`config.mk`:
```
export PLATFORM = sky130hd
export DESIGN_NAME = serial_sub_ctrl
export DESIGN_NICKNAME = d
export VERILOG_FILES = /design/src/rtl/serial_sub_ctrl.sv
export SDC_FILE = /design/constraint.sdc
export NUM_CORES = 1
export LEC_CHECK = 0
export CAP_MARGIN = 20
export CORE_AREA = 2 2 54 61
export CTS_CLUSTER_DIAMETER = 100
export DETAILED_ROUTE_END_ITERATION = 10
export DIE_AREA = 0 0 56 63
export HOLD_SLACK_MARGIN = 0.15
export PLACE_DENSITY_LB_ADDON = 0.12
export SLEW_MARGIN = 20
export SYNTH_ARGS = -nofsm -noshare
export SYNTH_HDL_FRONTEND = slang
export SYNTH_SLANG_ARGS = --single-unit
```
`constraint.sdc`:
```
create_clock -name clk -period 3.8 [get_ports clk]
set_input_delay 0.57 -clock clk [delete_from_list [all_inputs] [get_ports clk]]
set_output_delay 0.57 -clock clk [all_outputs]
set_load 0.02 [all_outputs]
```
`src/rtl/serial_sub_ctrl.sv`:
```
// Bit-serial subtractor: computes a - b - bin one bit per cycle, LSB first,
// through a single full-subtractor stage sequenced by an IDLE/RUN/DONE FSM.
module serial_sub_ctrl #(
  parameter int WIDTH = 8
) (
  input  logic             clk,
  input  logic             rst_n,
  input  logic             start,
  input  logic [WIDTH-1:0] a,
  input  logic [WIDTH-1:0] b,
  input  logic             bin,
  output logic             busy,
  output logic             done,
  output logic [WIDTH-1:0] d,
  output logic             borrow,
  output logic             zero
);

  localparam int CW = (WIDTH > 2) ? $clog2(WIDTH) : 1;
  localparam logic [CW-1:0] LAST = CW'(WIDTH - 1);

  typedef enum logic [1:0] {
    IDLE,
    RUN,
    DONE
  } state_t;

  state_t           state_q, state_d;
  logic [WIDTH-1:0] a_sr, b_sr, d_q, d_shift;
  logic [CW-1:0]    cnt_q;
  logic             br_q, zero_q;
  logic             diff, br_next, last_bit;

  // One full-subtractor stage working on the current LSBs.
  always_comb begin
    diff     = a_sr[0] ^ b_sr[0] ^ br_q;
    br_next  = (~a_sr[0] & b_sr[0]) | (~(a_sr[0] ^ b_sr[0]) & br_q);
    d_shift  = {diff, d_q[WIDTH-1:1]};
    last_bit = (cnt_q == LAST);
  end

  // NOTE: sequential state uses non-blocking assignments so every register
  // samples pre-edge values, independent of block ordering.
  always_ff @(posedge clk or negedge rst_n) begin
    if (!rst_n) begin
      state_q <= IDLE;
    end else begin
      state_q <= state_d;
    end
  end

  // NOTE: every output of this block gets a default first, so no path
  // through the case can leave a signal unassigned and infer a latch.
  always_comb begin
    state_d = state_q;
    busy    = 1'b0;
    done    = 1'b0;
    case (state_q)
      IDLE: begin
        if (start) state_d = RUN;
      end
      RUN: begin
        busy = 1'b1;
        if (last_bit) state_d = DONE;
      end
      DONE: begin
        busy    = 1'b1;
        done    = 1'b1;
        state_d = IDLE;
      end
      default: state_d = IDLE;
    endcase
  end

  // NOTE: the datapath is reset too, because d/borrow/zero must read 0
  // during reset and a fresh start must not see stale operand bits.
  always_ff @(posedge clk or negedge rst_n) begin
    if (!rst_n) begin
      a_sr   <= '0;
      b_sr   <= '0;
      d_q    <= '0;
      br_q   <= 1'b0;
      zero_q <= 1'b0;
      cnt_q  <= '0;
    end else begin
      case (state_q)
        IDLE: begin
          if (start) begin
            a_sr  <= a;
            b_sr  <= b;
            br_q  <= bin;
            cnt_q <= '0;
          end
        end
        RUN: begin
          a_sr <= a_sr >> 1;
          b_sr <= b_sr >> 1;
          br_q <= br_next;
          d_q  <= d_shift;
          // The counter holds on the final bit rather than wrapping.
          if (last_bit) begin
            zero_q <= (d_shift == '0);
          end else begin
            cnt_q <= cnt_q + CW'(1);
          end
        end
        default: ;
      endcase
    end
  end

  assign d      = d_q;
  assign borrow = br_q;
  assign zero   = zero_q;

endmodule

```
==> impl_metrics.csv, run 1 <==
group,metric,value,unit
detailed_routing,drt_iter0_drc,20,
clocking,numCtsBuffers,5,
synth,synth_xor_area_share,0,%
synth,ys_async_sr_fraction,100,%
clocking,path_clk_slew,0.10,ns
sta,hold_viol_final,0,
detailed_routing,dr.pass1.iters,4,
synth,yosysMostFrequentCell,"dfrtp_1",
grt,grt_pass1_vias,1023,
sta,setup_slack,1.56,ns
clocking,cts_resized,0,
cells_and_area,design_area,1910,µm²
grt,grt_usage,17.0,%
detailed_routing,routed_wl,2520,µm
synth,synth-simple-area-share,9.15,%
floorplan,coreArea,2940,µm²
synth,synthCells,134,
sta,worst_pin_slew,0.919,ns
synth,syn_avg_cell_area,11.2,µm²
clocking,cts_tree,"yes",
place,place_ws,1.70,ns
clocking,post_cts_buffers,0,
power,max-vdd-ir-drop,641,µV
place,dpl.hpwl,1720,µm
critical_path,path_cells,"inv_1 -> ha_1 -> clkdlybuf4s50_1",
cells_and_area,nFillCells,260,
floorplan,std_cell_rows,21,
critical_path,worstPathRequired,3.23,ns
run_status,status,"completed",
floorplan,die_h,63,µm
detailed_routing,wl_per_cell,12.5,µm
synth,synthMuxAreaShare,18.2,%
critical_path,start_kind,"flop",
synth,synth-seq-area-share,51.6,%
grt,grt_max_degree,38,
detailed_routing,viasPerCell,5.11,
synth,synth_area_leader_cell,"dfrtp_1",
sta,rsz0062_at_grt,"false",
sta,fin_worst_skew,0.00974,ns
sta,tns,0,ns
cells_and_area,n_antenna_cell,0,
cells_and_area,drive_gt1_share,12.5,%
clocking,clock_latency,0.34,ns
sta,min_period,2.24,ns
place,placed_area,1820,µm²
grt,antenna_found_initial,0,
cells_and_area,syn2layout_area_growth,26.9,%
synth,yosys_warnings,0,
power,leakage,0.000863,µW
grt,gr-total-overflow,0,
sta,drv_slew,0,
grt,grt_pass1_wl,4460,µm
synth,syn_area,1500,µm²
place,gp_congestion,0.701,
clocking,htreeDepth,2,
clocking,clk_path_buf_depth,2,
cells_and_area,nets,194,
detailed_routing,vias,1032,
flow_run,drv_cap,0,
synth,synth_top_family_by_area,"multiplexers",
floorplan,num_io_pins,32,
critical_path,critPathSlowestCell,"clkdlybuf4s50_1",
sta,fmaxAchievable,446,MHz
critical_path,cp_max_fo,3,
floorplan,dieArea,3530,µm²
synth,synthFlopType,"dfrtp_1",
detailed_routing,antenna_left,0,
synth,synthAdderAreaFrac,6.32,%
floorplan,die_w,56,µm
detailed_routing,drc,0,
synth,synth_compound_area_share,9.90,%
synth,synthTopCellsByArea,"dfrtp_1, mux2i_1, mux2_2, nand2_1, o21ai_1",
clocking,cts_hold_buf,0,
synth,synth_nets,161,
critical_path,cp_top_family,"buffers and inverters",
power,finalPower,1640,µW
synth,ys_ff_latch,31,
sta,fin_crit_sh,59.0,%
critical_path,crit_arrival,1.67,ns
floorplan,start_util,51.1,%
worst_hold_path,hold_class,"flop to flop",
clocking,clock_sinks,31,
place,io_buffers,31,
critical_path,worstSetupPathType,"flop to output pin",
sta,setup_viol,0,
critical_path,path_buf_inv,2,
power,powerDensity,858,nW/µm²
synth,synth_common_cells,"dfrtp_1, nand2_1, o21ai_1",
critical_path,crit_path_end_kind,"output pin",
sta,slew_headroom,37.4,%
critical_path,max_stage_delay,0.59,ns
clocking,cts_root_buf,"clkbuf_4",
synth,synth_cell_types,20,
synth,synth_top_area_share,51.6,%
synth,synth_edf_count,0,
-- kinds of logic (layout without fill, tap and decap cells) --
group | Yosys count | after routing
AOI/OAI and AO/OA | 27 | 27
and+or+nand+nor | 31 | 31
DFF | 31 | 31
buffers and inverters | 13 | 47
adders and majority gates | 7 | 7
muxes | 25 | 25
-- layout make-up --
class                           instances  area, µm²  area share [%]
Tap cell                               34       42.5            2.23
Clock buffer                            6       51.3            2.69
Multi-Input combinational cell         90        656            34.4
Clock inverter                          2       35.0            1.84
Sequential cell                        31        776            40.7
Inverter                                6       22.5            1.18
Timing Repair Buffer                   33        325            17.0
-- path summary, 6_finish.rpt --
kind                                              from                  end  slack, ns  depth (start not counted)
worst max-delay path            state_q[0]$_DFFE_PN0P_                 busy       1.56                          3
worst min-delay path                  zero$_DFFE_PN0P_     zero$_DFFE_PN0P_       0.49                          2
min in group asynchronous                        rst_n     d[3]$_DFFE_PN0P_       0.61                          2
worst min register to register        zero$_DFFE_PN0P_     zero$_DFFE_PN0P_       0.49                          2
worst max register to register  state_q[1]$_DFFE_PN0P_  b_sr[2]$_DFFE_PN0P_       1.74                          5
max in group asynchronous                        rst_n  b_sr[1]$_DFFE_PN0P_       2.90                          2
-- registers in the layout, summed over array words and instances, names as in the netlist --
name / flops
b_sr: 8
state_q: 2
borrow: 1
zero: 1
a_sr: 8
cnt_q: 3
d: 8
-- per-stage QoR --
| stage | hold WS (ns) | cells | util (%) |
|---|---|---|---|
| after CTS | 0.495 | 202 | 64.8 |
| after global placement | 0.464 | 194 | 61.9 |
| after global routing | 0.514 | 202 | 64.8 |
| after floorplan | 0.274 | 134 | - |
| final | 0.492 | 202 | 64.8 |
| after detailed placement | 0.472 | 194 | 61.9 |
-- cell usage in the layout, fill, tap and decap left out --
| cell type | synthesis | routed |
|---|---|---|
| a21oi_1 | 1 | 1 |
| nand2_1 | 23 | 23 |
| ha_1 | 6 | 6 |
| clkbuf_8 | 0 | 1 |
| inv_1 | 6 | 6 |
| nor4_1 | 2 | 2 |
| clkinv_2 | 0 | 1 |
| or2_2 | 1 | 1 |
| a22o_1 | 3 | 3 |
| o21a_1 | 1 | 1 |
| mux2i_1 | 15 | 15 |
| and2b_1 | 1 | 1 |
| buf_4 | 1 | 2 |
| o21ai_1 | 16 | 16 |
| mux2i_4 | 1 | 1 |
| fa_1 | 1 | 1 |
| dfrtp_1 | 31 | 31 |
| o21ai_0 | 6 | 6 |
| nand2b_1 | 4 | 4 |
| clkdlybuf4s50_1 | 0 | 31 |
| clkbuf_4 | 0 | 5 |
| mux2_2 | 9 | 9 |
| bufinv_16 | 0 | 1 |
-- worst register-to-register path, cell delays in order, from the launching register on --
cell	delay (ns)
dfrtp_1	0.37
inv_1	0.09
ha_1	0.18
buf_4	0.26
mux2i_4	0.79
o21ai_0	0.22
-- report_power, final --
part,total (µW),internal [µW],switching (µW)
sequential,583,485,98.1
clock,272,155,117
combinational,781,390,391
-- per-layer routing --
metal	up-vias	GRT usage (%)	wire, µm
li1	520	-	-
met1	479	18.7	1120
met2	27	27.1	1200
met3	6	7.87	137
met4	0	8.93	54
met5	-	0	0
Note: power is estimated with default switching activity, not from simulation.
==> run 2, diff against run 1 <==
Settings changed: CORE_AREA 2 2 54 61 to 2 2 56 63, DIE_AREA 0 0 56 63 to 0 0 58 65.
Clock period 3.8 ns to 2.3 ns, I/O delays scaled along.
==> impl_metrics.csv, run 2 (same netlist as run 1, synthesis figures left out) <==
group,metric,value,unit
run_status,status,"completed",
clocking,clock_latency,0.33,ns
power,finalPower,2690,µW
critical_path,start_kind,"flop",
detailed_routing,routed_wl,2780,µm
sta,drv_slew,0,
floorplan,dieArea,3770,µm²
floorplan,coreArea,3190,µm²
critical_path,worstSetupPathType,"flop to output pin",
place,dp_cells,198,
critical_path,cp-endpoint,"busy",
detailed_routing,drt_iter0_drc,37,
clocking,post_cts_buffers,0,
critical_path,r2r_cells,6,
sta,fin_worst_skew,0.00700,ns
sta,rsz0062_at_grt,"false",
cells_and_area,nets,196,
flow_run,drv_cap,0,
clocking,cts_root_buf,"clkbuf_4",
cells_and_area,nFillCells,276,
critical_path,cp_max_fo,3,
floorplan,start_util,47.1,%
critical_path,crit_start,"state_q[0]$_DFFE_PN0P_",
cells_and_area,syn2layout_area_growth,26.9,%
grt,grt_pass1_vias,1038,
clocking,numCtsBuffers,5,
power,p_switching,1030,µW
floorplan,die_h,65,µm
place,io_buffers,31,
critical_path,crit_path_end_kind,"output pin",
detailed_routing,antenna_left,0,
place,placed_area,1840,µm²
critical_path,worstReg2RegEnd,"b_sr[3]$_DFFE_PN0P_",
cells_and_area,seqCellArea,776,µm²
detailed_routing,wl_per_cell,13.5,µm
place,dpl.hpwl,1960,µm
power,max-vdd-ir-drop,758,µV
sta,tns,0,ns
sta,setup_viol,0,
critical_path,crit_arrival,1.67,ns
floorplan,std_cell_rows,22,
clocking,cts_resized,0,
grt,grt_max_degree,32,
floorplan,num_io_pins,32,
clocking,clock_sinks,31,
grt,grt_pass1_wl,4790,µm
detailed_routing,drc,0,
critical_path,worstPathRequired,1.96,ns
clocking,clk_path_buf_depth,2,
floorplan,die_w,58,µm
cells_and_area,n_antenna_cell,0,
sta,min_period,2.02,ns
detailed_routing,viasPerCell,5.01,
clocking,path_clk_slew,0.09,ns
grt,gr-total-overflow,0,
power,powerDensity,1410,nW/µm²
cells_and_area,drive_gt1_share,12.9,%
place,gp_congestion,0.738,
grt,grt_usage,17.4,%
worst_hold_path,hold_class,"input pin to asynchronous set/reset pin",
clocking,cts_tree,"yes",
power,seq_power_share,36.2,%
grt,antenna_found_initial,0,
detailed_routing,vias,1033,
power,leakage,0.000863,µW
clocking,cts_hold_buf,0,
power,share_comb_of_total_power,50.4,%
power,p_sw_share,38.3,%
critical_path,r2r_slack,0.50,ns
detailed_routing,dr.pass1.iters,4,
sta,slew_headroom,67.2,%
clocking,htreeDepth,2,
sta,worst_pin_slew,0.481,ns
sta,hold_viol_final,0,
power,p_int,1660,µW
sta,fin_crit_sh,87.8,%
cells_and_area,layout.cells.non_filler,206,
critical_path,r2r_start,"state_q[0]$_DFFE_PN0P_",
cells_and_area,multiInputGateArea,656,µm²
cells_and_area,design_area,1910,µm²
cells_and_area,final_cell_mix,"dfrtp_1, clkdlybuf4s50_1, nand2_1",
sta,fmaxAchievable,495,MHz
power,power.share.clock,13.4,%
==> run 2: cell types whose count changed in the layout (fill, tap and decap cells not counted), sizes merged <==
cell    delta
buf        +2
bufinv     -1
clkbuf     +2
clkinv     -1
==> run 2: metrics by stage <==
stage / hold slack (ns) / util, % / setup slack [ns]
floorplan: 0.0494 / - / 0.846
global placement: 0.467 / 57.6 / 0.557
detailed placement: 0.476 / 57.6 / 0.503
CTS: 0.403 / 59.8 / 0.251
global route: 0.410 / 59.8 / 0.169
finish: 0.391 / 59.8 / 0.281
==> run 2: power groups by stage <==
stage | clock network (µW) | registers, µW | logic [µW]
2_1_floorplan | 0 | 1040 | 919
3_3_place_gp | 0 | 966 | 1320
3_5_place_dp | 0 | 983 | 1370
4_1_cts | 376 | 976 | 1370
5_1_grt | 404 | 1010 | 1510
6_report | 361 | 972 | 1360
==> run 2: layer usage <==
metal / up-vias / track usage, % / share of wire, %
li1: 526 / - / -
met1: 477 / 22.3 / 46
met2: 22 / 26.4 / 47
met3: 8 / 6.19 / 4.9
met4: 0 / 7.85 / 2.0
met5: - / 0 / 0
==> run 2: critical path, stage by stage (launching register included) <==
cell and delay, ns:
dfrtp_1 0.38, inv_1 0.08, ha_1 0.28, clkdlybuf4s50_1 0.59
==> run 2: layout make-up <==
class	instances	share of cell area [%]
multi-input cells	90	34.4
flip-flops and latches	31	40.7
well taps	36	2.36
inverters	6	1.18
clock buffers	8	3.61
repair buffers	35	17.8
==> run 2: how the worst min path moves through the flow <==
stage | cells after the start | slack [ns] | startpoint | endpoint
after global routing | 2 | 0.41 | rst_n | state_q[0]$_DFFE_PN0P_
after floorplan | 0 | 0.05 | rst_n | a_sr[0]$_DFFE_PN0P_
final | 2 | 0.39 | rst_n | state_q[0]$_DFFE_PN0P_
after CTS | 2 | 0.40 | rst_n | b_sr[7]$_DFFE_PN0P_
after global placement | 2 | 0.47 | b_sr[6]$_DFFE_PN0P_ | b_sr[6]$_DFFE_PN0P_
after detailed placement | 2 | 0.48 | b_sr[7]$_DFFE_PN0P_ | b_sr[7]$_DFFE_PN0P_
